### src/rtl/noc_pkg.sv
// Shared NoC link definitions: nibble/flit sizing and the serializer state type.
package noc_pkg;

  localparam int unsigned NIBBLE_W = 4;
  localparam int unsigned PACKET_W = 24;

  typedef logic [NIBBLE_W-1:0] flit_t;

  typedef enum logic [1:0] {
    IDLE,
    SEND,
    GAP
  } serializer_state_t;

endpackage

### src/rtl/nibble_shift_reg.sv
// Parallel-load register that shifts left one nibble at a time.
// Exposes the current top nibble and the nibble that becomes top after a shift.
module nibble_shift_reg
  import noc_pkg::*;
#(
  parameter int unsigned NIBBLES = 6
) (
  input  logic                        clk_i,
  input  logic                        rst_ni,
  input  logic                        load_i,
  input  logic                        shift_i,
  input  logic [NIBBLE_W*NIBBLES-1:0] data_i,
  output flit_t                       top_o,
  output flit_t                       next_o
);

  localparam int unsigned W = NIBBLE_W * NIBBLES;

  logic [W-1:0] sreg_q;

  // Load has priority over shift; zeros enter from the bottom.
  always_ff @(posedge clk_i or negedge rst_ni) begin
    if (!rst_ni) begin
      sreg_q <= '0;
    end else if (load_i) begin
      sreg_q <= data_i;
    end else if (shift_i) begin
      sreg_q <= {sreg_q[W-NIBBLE_W-1:0], {NIBBLE_W{1'b0}}};
    end
  end

  assign top_o  = sreg_q[W-1 -: NIBBLE_W];
  assign next_o = sreg_q[W-NIBBLE_W-1 -: NIBBLE_W];

endmodule

### src/rtl/packet_nibble_serializer.sv
// Serializes one 4*NIBBLES-bit packet into 4-bit link flits, MSB nibble first,
// with an optional trailing XOR checksum flit and an enforced idle gap.
module packet_nibble_serializer
  import noc_pkg::*;
#(
  parameter int unsigned NIBBLES     = 6,
  parameter int unsigned CHECKSUM_EN = 1,
  parameter int unsigned GAP_CYCLES  = 1
) (
  input  logic                   clock,
  input  logic                   clear_n,
  input  logic                   pkt_valid,
  output logic                   pkt_ready,
  input  logic [4*NIBBLES-1:0]   packet_in,
  output logic                   link_valid,
  input  logic                   link_ready,
  output logic [3:0]             link_data,
  output logic                   link_sop,
  output logic                   link_eop,
  output logic                   busy
);

  localparam int unsigned FW = $clog2(NIBBLES + 2);
  localparam int unsigned GW = (GAP_CYCLES > 0) ? $clog2(GAP_CYCLES + 1) : 1;

  localparam logic [FW-1:0] FLIT_LAST = FW'(NIBBLES - 1 + CHECKSUM_EN);
  localparam logic [FW-1:0] FLIT_CSUM = FW'(NIBBLES);
  localparam logic [GW-1:0] GAP_LAST  = GW'((GAP_CYCLES > 0) ? GAP_CYCLES - 1 : 0);

  serializer_state_t state_q, state_d;
  logic [FW-1:0]     flit_cnt_q, flit_cnt_d;
  logic [GW-1:0]     gap_cnt_q, gap_cnt_d;
  flit_t             csum_q, csum_d;

  logic              pkt_ready_q, pkt_ready_d;
  logic              link_valid_q, link_valid_d;
  flit_t             link_data_q, link_data_d;
  logic              link_sop_q, link_sop_d;
  logic              link_eop_q, link_eop_d;
  logic              busy_q, busy_d;

  logic              load, shift, xfer;
  flit_t             top_nib, next_nib, nxt_top;

  nibble_shift_reg #(
    .NIBBLES (NIBBLES)
  ) u_sreg (
    .clk_i   (clock),
    .rst_ni  (clear_n),
    .load_i  (load),
    .shift_i (shift),
    .data_i  (packet_in),
    .top_o   (top_nib),
    .next_o  (next_nib)
  );

  assign xfer = link_valid_q & link_ready;

  // Next state, counters, checksum, and the values the output registers take next.
  // Outputs are registered, so they are derived from the next-cycle view:
  // the nibble that will be on top after this cycle's load/shift, and the
  // checksum including any nibble transferring this cycle.
  always_comb begin
    state_d    = state_q;
    flit_cnt_d = flit_cnt_q;
    gap_cnt_d  = gap_cnt_q;
    csum_d     = csum_q;
    load       = 1'b0;
    shift      = 1'b0;

    unique case (state_q)
      IDLE: begin
        if (pkt_valid && pkt_ready_q) begin
          load       = 1'b1;
          csum_d     = '0;
          flit_cnt_d = '0;
          state_d    = SEND;
        end
      end
      SEND: begin
        if (xfer) begin
          if (flit_cnt_q < FLIT_CSUM) begin
            shift  = 1'b1;
            csum_d = csum_q ^ top_nib;
          end
          if (flit_cnt_q == FLIT_LAST) begin
            flit_cnt_d = '0;
            gap_cnt_d  = '0;
            state_d    = (GAP_CYCLES > 0) ? GAP : IDLE;
          end else begin
            flit_cnt_d = flit_cnt_q + FW'(1);
          end
        end
      end
      GAP: begin
        if (gap_cnt_q == GAP_LAST) begin
          gap_cnt_d = '0;
          state_d   = IDLE;
        end else begin
          gap_cnt_d = gap_cnt_q + GW'(1);
        end
      end
      default: state_d = IDLE;
    endcase

    nxt_top = load ? packet_in[4*NIBBLES-1 -: 4] : (shift ? next_nib : top_nib);

    link_valid_d = (state_d == SEND);
    link_data_d  = '0;
    if (state_d == SEND) begin
      link_data_d = ((CHECKSUM_EN != 0) && (flit_cnt_d == FLIT_CSUM)) ? csum_d : nxt_top;
    end
    link_sop_d  = (state_d == SEND) && (flit_cnt_d == '0);
    link_eop_d  = (state_d == SEND) && (flit_cnt_d == FLIT_LAST);
    busy_d      = (state_d != IDLE);
    pkt_ready_d = (state_d == IDLE);
  end

  // FSM state, counters, checksum and registered outputs.
  always_ff @(posedge clock or negedge clear_n) begin
    if (!clear_n) begin
      state_q      <= IDLE;
      flit_cnt_q   <= '0;
      gap_cnt_q    <= '0;
      csum_q       <= '0;
      pkt_ready_q  <= 1'b0;
      link_valid_q <= 1'b0;
      link_data_q  <= '0;
      link_sop_q   <= 1'b0;
      link_eop_q   <= 1'b0;
      busy_q       <= 1'b0;
    end else begin
      state_q      <= state_d;
      flit_cnt_q   <= flit_cnt_d;
      gap_cnt_q    <= gap_cnt_d;
      csum_q       <= csum_d;
      pkt_ready_q  <= pkt_ready_d;
      link_valid_q <= link_valid_d;
      link_data_q  <= link_data_d;
      link_sop_q   <= link_sop_d;
      link_eop_q   <= link_eop_d;
      busy_q       <= busy_d;
    end
  end

  assign pkt_ready  = pkt_ready_q;
  assign link_valid = link_valid_q;
  assign link_data  = link_data_q;
  assign link_sop   = link_sop_q;
  assign link_eop   = link_eop_q;
  assign busy       = busy_q;

endmodule

### config.mk
export PLATFORM = sky130hd
export DESIGN_NAME = packet_nibble_serializer
export DESIGN_NICKNAME = d
export VERILOG_FILES = /design/src/rtl/noc_pkg.sv /design/src/rtl/nibble_shift_reg.sv /design/src/rtl/packet_nibble_serializer.sv
export SDC_FILE = /design/constraint.sdc
export NUM_CORES = 1
export LEC_CHECK = 0
export CORE_UTILIZATION = 55
export DETAILED_ROUTE_END_ITERATION = 10
export DONT_BUFFER_PORTS = 1
export HOLD_SLACK_MARGIN = 0.05
export PLACE_DENSITY = 0.81
export SKIP_LAST_GASP = 1
export SLEW_MARGIN = 20
export SYNTH_ARGS = -nofsm -noshare
export SYNTH_HDL_FRONTEND = slang
export SYNTH_HIERARCHICAL = 1
export SYNTH_SLANG_ARGS = --single-unit
### constraint.sdc
create_clock -name clock -period 1.8 [get_ports clock]
set_clock_uncertainty 0.2 [all_clocks]
set_input_delay 0.36 -clock clock [delete_from_list [all_inputs] [get_ports clock]]
set_output_delay 0.36 -clock clock [all_outputs]
set_load 0.005 [all_outputs]
==> flow_summary.toml, run 1 <==
[worst_setup_path]
required_ns = 1.78
reg2regPathDepth = 8
worstSetupPathType = "register to register"
regToRegSetupSlack_ns = -0.17
worstPathMaxFanout = 6
reg2reg_from = "state_q[1]$_DFF_PN0_"
critPathLaunch = "state_q[1]$_DFF_PN0_"
timing.rr.end = "u_sreg/sreg_q[22]$_DFFE_PN0P_"
arrival_ns = 1.95
crit_path_start_kind = "register"
worstSetupEndpointType = "register"

[synth]
synth_nets = 229
synth_area_mm2 = 0.002108
syn_inst = 201
yosysUniqueCellTypes = 36
avgSynthCellArea_um2 = 10.49
ys_ff_latch = 42
yosys-top-cells-area = "dfrtp_1 (50%), mux2i_1 (13%), nand2_1 (6.4%)"
netlist.top_cell.by_area = "dfrtp_1"
ys_seq_area_share_pct = 49.85
synth_top_area_share_pct = 49.85
yosys_warnings = 6

[layout]
num_antenna_cells = 0
drive_above_1_share_pct = 20.83
area_growth_pct = 28.66
fin_nets = 267
fill_cells = 223

[min_path]
hold_start = "link_ready"
hold_path.class = "input pin to register"
min_to = "csum_q[2]$_DFF_PN0_"
hold_depth = 2

[drt]
routedWlPerCell_um = 17.44
dr.pass1.iters = 4
ant_nets = 0
drt_iter0_drc = 143
detail_route.vias_per_cell = 5.910
route.detailed.drc = 0
drt-total-wl_um = 5024
vias = 1702

[power_and_ir_drop]
total_power_mw = 4.100
p_leak_nw = 1.220
power_frac_seq_pct = 39.3
power_switching_mw = 1.508
p_int_mw = 2.592
clock_power_share_pct = 15.1
power_density_mw_per_mm2 = 1512
ir_drop_uv = 863.2
power.share.switching_pct = 36.78
power_frac_comb_pct = 45.6

[clock_network]
cts_htree_levels = 2
cts-root-buf = "clkbuf_8"
insertion_delay_ns = 0.30
cts_buffers = 5
clkTransAtPathRegs_ns = 0.08
cts_tree = "built"
cts_sinks = 42
ctsLongestPathBuffers = 2

[global_route]
grt_pass1_vias = 1658
gr-usage-all-layers_pct = 25.59
grt_start_max_net_pins = 43
grt_pass1_wl_um = 7769
grt_antenna_before_repair = 0
grt-ovfl-total = 0

[timing]
rsz0062_at_grt = "true"
tightest_slew_ns = 0.4829
max_freq_ghz = 0.5076
relSlewSlack_pct = 67.30
layout_min_cycle_time_ns = 1.970
final.setup.worst_slack_ns = -0.1701
drv_slew = 0
hold_viol = 0
final-setup-viol-count = 26
min_period_over_period_pct = 109.4

[run]
cap_violations = 0

[place]
dp_hpwl_um = 2745
portBuffers = 0
place_ws_ns = -0.09145
gp_congestion = 0.8309

[die]
start_util_pct = 57.59
floorplan.die.width_um = 63.92
die_area_mm2 = 0.004085
core-area_mm2 = 0.003661
die_h_um = 63.92
rows = 22
io_pins = 37

[outcome]
status = "finished with violations"
failed_checks = "negative setup slack"
-- cell usage in the layout, fill, tap and decap left out, types with 2 or more instances in the layout --
cell type,n
buf_4,19
a211o_1,4
and3_1,3
o211ai_1,5
nand3b_1,2
nand2b_1,5
inv_1,4
buf_12,3
dlygate4sd3_1,26
o21ai_1,17
nand2_1,35
mux2i_1,24
nand4_1,2
o21ai_0,9
dfrtp_1,42
nand3_1,3
a21oi_1,3
clkbuf_8,6
mux2i_4,2
-- critical path: stages, from the launching register on --
cell,delay (ns)
dfrtp_1,0.39
and4b_2,0.37
buf_4,0.15
nand2_4,0.06
inv_4,0.06
buf_4,0.13
clkbuf_16,0.15
mux2i_1,0.22
o21ai_0,0.11
-- routing by layer --
layer | vias up | share of wire (%) | GRT usage, %
li1 | 772 | - | -
met4 | 0 | 2.7 | 12.50
met2 | 67 | 52 | 41.76
met5 | - | 0 | 0
met3 | 16 | 5.9 | 6.607
met1 | 847 | 39 | 31.40
-- state kept, by name (all words and copies together), names as in the netlist --
register       count
link_valid         1
flit_cnt_q         3
u_sreg/sreg_q     24
link_sop           1
link_eop           1
csum_q             4
link_data          4
state_q            2
busy               1
pkt_ready          1
-- kinds of logic (layout without fill, tap and decap cells) --
group | Yosys count | count (layout) | share of synthesized area [%]
AND/OR/NAND/NOR | 63 | 63 | 15.67
multiplexers | 29 | 29 | 14.07
buffers and inverters | 25 | 64 | 8.427
AO/OA/AOI/OAI | 42 | 42 | 11.99
flip-flops | 42 | 42 | 49.85
-- power by group through the flow --
stage,clock network [mW],registers (mW),logic (mW)
floorplan,0,1.53,1.17
CTS,0.630,1.56,1.57
finish,0.618,1.61,1.87
global route,0.665,1.65,2.01
detailed placement,0,1.58,1.41
global placement,0,1.56,1.33
-- worst max path at each step --
stage	endpoint	slack, ns
5_1_grt	link_data[1]$_DFF_PN0_	-0.24
4_1_cts	link_data[0]$_DFF_PN0_	-0.09
6_report	u_sreg/sreg_q[22]$_DFFE_PN0P_	-0.17
3_3_place_gp	link_data[0]$_DFF_PN0_	-0.001
3_5_place_dp	link_data[0]$_DFF_PN0_	-0.09
2_1_floorplan	link_data[0]$_DFF_PN0_	-0.04
-- stage by stage --
step / hold WS (ns) / TNS (ns) / std cells / instance area (um2) / utilization, %
final: 0.1415 / -2.729 / 288 / 2713 / 74.09
after global routing: 0.1291 / -4.446 / 288 / 2713 / 74.09
after CTS: 0.1105 / -0.9030 / 281 / 2566 / 70.10
after detailed placement: -0.1343 / -0.9778 / 245 / 2155 / 58.85
after global placement: -0.1342 / -0.001582 / 245 / 2155 / 58.85
after floorplan: -0.1356 / -0.1763 / 201 / 2110 / -
-- what timing repair did --
item / in CTS / in global routing
setup buffers: 0 / 5
hold endpoints to repair: 67 / 0
cloned: 1 / 2
pin swaps: 0 / 2
hold buffers: 27 / 0
endpoints found under the setup margin: 25 / 30
resized for setup: 3 / 13
-- synth_stat cells (all sizes together) --
master / n
nand2: 37
nand3b: 2
and3: 3
nand2b: 5
nand4: 2
or2b: 1
nor4b: 2
o211ai: 5
nor4: 1
dfrtp: 42
o21ai: 27
mux2i: 27
nand4bb: 1
or2: 1
mux2: 2
nand3: 3
a41o: 1
o311ai: 1
a21boi: 1
buf: 17
clkbuf: 3
a21oi: 3
nor2: 2
a211o: 4
inv: 5
nor3: 2
and4b: 1
-- cell type report --
class	count	area [um2]	area share (%)
Sequential cell	42	1051	38.75
Tap cell	48	60.06	2.214
Multi-Input combinational cell	134	957.2	35.29
Clock inverter	1	5.005	0.1845
Clock buffer	7	86.33	3.183
Timing Repair Buffer	51	531.8	19.60
Inverter	5	21.27	0.7841
Power figures use the tool's default switching activity.
==> run 2, diff against run 1 <==
--- a/config.mk
+++ b/config.mk
@@ -5,11 +5,12 @@
 export SDC_FILE = /design/constraint.sdc
 export NUM_CORES = 1
 export LEC_CHECK = 0
-export CORE_UTILIZATION = 55
+export CAP_MARGIN = 20
+export CORE_UTILIZATION = 56
 export DETAILED_ROUTE_END_ITERATION = 10
 export DONT_BUFFER_PORTS = 1
 export HOLD_SLACK_MARGIN = 0.05
-export PLACE_DENSITY = 0.81
+export PLACE_DENSITY = 0.82
 export SKIP_LAST_GASP = 1
 export SLEW_MARGIN = 20
 export SYNTH_ARGS = -nofsm -noshare
==> run 2 against run 1 <==
  * The run still ends with negative setup slack left
  * Clock power decreased by 5.5%
  * Combinational power down 8%
  * Highest routed layer unchanged
  * Power down 5.0%
  * Via count is 3.8% lower
  * Critical path type unchanged
  * Worst setup slack gained 0.043 ns
  * Largest power group unchanged
==> flow_summary.toml, run 2 (synthesized netlist as in run 1, its figures left out) <==
[min_path]
hold_start = "packet_in[20]"
hold_path.class = "input pin to register"

[drt]
detail_route.vias_per_cell = 5.867
dr.pass1.iters = 4
route.detailed.drc = 0
routedWlPerCell_um = 17.07
drt-total-wl_um = 4763
vias = 1637
ant_nets = 0
drt_iter0_drc = 137

[clock_network]
cts_sinks = 42
cts_buffers = 5
cts-root-buf = "clkbuf_8"
insertion_delay_ns = 0.29
clkTransAtPathRegs_ns = 0.07
ctsLongestPathBuffers = 2
cts_tree = "built"
cts_htree_levels = 2

[layout]
regMostFlops = "u_sreg/sreg_q"
regArea_mm2 = 0.001051
drive_above_1_share_pct = 18.03
num_antenna_cells = 0
largest_reg_flops = 24
multi_input_area_um2 = 925.9
final_common_cell = "dfrtp_1"
area_growth_pct = 23.92
fin_nets = 262
fill_cells = 226
final_cell_mix = "dfrtp_1 (42), nand2_1 (35), mux2i_1 (26), dlygate4sd3_1 (26), o21ai_1 (17)"

[global_route]
grt_start_max_net_pins = 43
grt_pass1_vias = 1688
grt_antenna_before_repair = 0
gr-usage-all-layers_pct = 25.15
grt-ovfl-total = 0
grt_pass1_wl_um = 7645

[power_and_ir_drop]
ir_drop_uv = 861.1
power_density_mw_per_mm2 = 1490
p_leak_nw = 1.181

[die]
core-area_mm2 = 0.003468
die_area_mm2 = 0.004014
io_pins = 37
start_util_pct = 60.79
rows = 21
die_h_um = 63.36
floorplan.die.width_um = 63.36

[timing]
tightest_slew_ns = 0.4588
hold_viol = 0
min_period_over_period_pct = 107.1
rsz0062_at_grt = "true"
hold_ws_ns = 0.1303
final-setup-viol-count = 17
relSlewSlack_pct = 68.93
layout_min_cycle_time_ns = 1.927
final.setup.worst_slack_ns = -0.1270
max_freq_ghz = 0.5189
drv_slew = 0

[worst_setup_path]
worstSetupEndpointType = "register"
crit_family = "simple AND/OR/NAND/NOR gates"
worstPathMaxFanout = 12
crit_chain = "and4b_2 -> nand2_2 -> inv_2 -> bufbuf_16 -> mux2i_1 -> o21ai_1"
worstSetupPathType = "register to register"
crit_slowest_cell = "dfrtp_1"
required_ns = 1.77
cp.buffers_inverters = 2
crit_path_start_kind = "register"
arrival_ns = 1.90
max_stage_delay_ns = 0.39
reg2reg_from = "state_q[1]$_DFF_PN0_"
critPathLaunch = "state_q[1]$_DFF_PN0_"

[place]
gp_congestion = 0.8559
place_ws_ns = -0.1064
portBuffers = 0
dp_hpwl_um = 2848

[outcome]
status = "finished with violations"
failed_checks = "negative setup slack"

[run]
cap_violations = 0
run 2: changes by cell type in the layout (fill, tap and decap cells not counted), sizes merged:
cell and delta:
buf -3, clkbuf -2, clkdlybuf4s15 -1, clkinv -1
run 2: what timing repair did:
| item | CTS | global route |
|---|---|---|
| buffers inserted | 0 | 4 |
| setup endpoints to repair | 29 | 30 |
| hold buffers | 27 | 0 |
| pin swaps | 3 | 1 |
| cloned | 1 | 0 |
| gates resized for setup | 9 | 3 |
| hold endpoints to repair | 67 | 0 |
run 2: layout make-up:
class,count,share of cell area [%]
clock buffers,6,3.161
inverters,5,0.7184
multi-input cells,134,35.44
flip-flops and latches,42,40.23
well taps,46,2.203
repair buffers,46,18.25
run 2: worst register-to-register path, stage by stage (launching register included):
cell       delay [ns]
dfrtp_1          0.39
and4b_2          0.36
nand2_2          0.15
inv_2            0.12
bufbuf_16        0.29
mux2i_1          0.21
o21ai_1          0.09
run 2: metal layers:
layer	global-route usage [%]	up-vias	routed length, um
met1	29.41	819	1898
met2	42.82	51	2566
met4	11.08	0	104
met3	6.884	12	194
met5	0	-	0
li1	-	755	-
run 2: final timing paths:
path | to | slack, ns | depth (start not counted)
worst max-delay path | u_sreg/sreg_q[17]$_DFFE_PN0P_ | -0.13 | 6
worst min-delay path | link_data[0]$_DFF_PN0_ | 0.13 | 2
worst max register to register | u_sreg/sreg_q[17]$_DFFE_PN0P_ | -0.13 | 6
worst min register to register | csum_q[1]$_DFF_PN0_ | 0.28 | 1
max in group asynchronous | link_data[3]$_DFF_PN0_ | 0.87 | 2
min in group asynchronous | pkt_ready$_DFF_PN0_ | 0.32 | 2
run 2: power breakdown:
group / leakage (nW) / switching [mW] / internal, mW / total [mW]
sequential: 0.543 / 0.270 / 1.32 / 1.59
combinational: 0.595 / 0.849 / 0.869 / 1.72
clock: 0.0431 / 0.289 / 0.295 / 0.584
total: 1.18 / 1.41 / 2.49 / 3.89
run 2: metrics by stage:
step | total power [mW] | area [um2] | utilization [%] | cells | setup TNS, ns
after floorplan | 2.700 | 2110 | - | 201 | -0.1763
after global placement | 2.871 | 2137 | 61.62 | 241 | -0.03752
after detailed placement | 2.973 | 2137 | 61.62 | 241 | -1.119
after CTS | 3.777 | 2565 | 73.95 | 275 | -0.7824
after global routing | 4.128 | 2613 | 75.32 | 279 | -2.828
final | 3.894 | 2613 | 75.32 | 279 | -1.189
==> run 3, diff against run 2 <==
--- a/config.mk
+++ b/config.mk
@@ -7,6 +7,7 @@
 export LEC_CHECK = 0
 export CAP_MARGIN = 20
 export CORE_UTILIZATION = 56
+export CTS_CLUSTER_SIZE = 12
 export DETAILED_ROUTE_END_ITERATION = 10
 export DONT_BUFFER_PORTS = 1
 export HOLD_SLACK_MARGIN = 0.05
==> results of run 3 <==
Same layout as run 2: the final DEF is identical, and so are final timing and power.
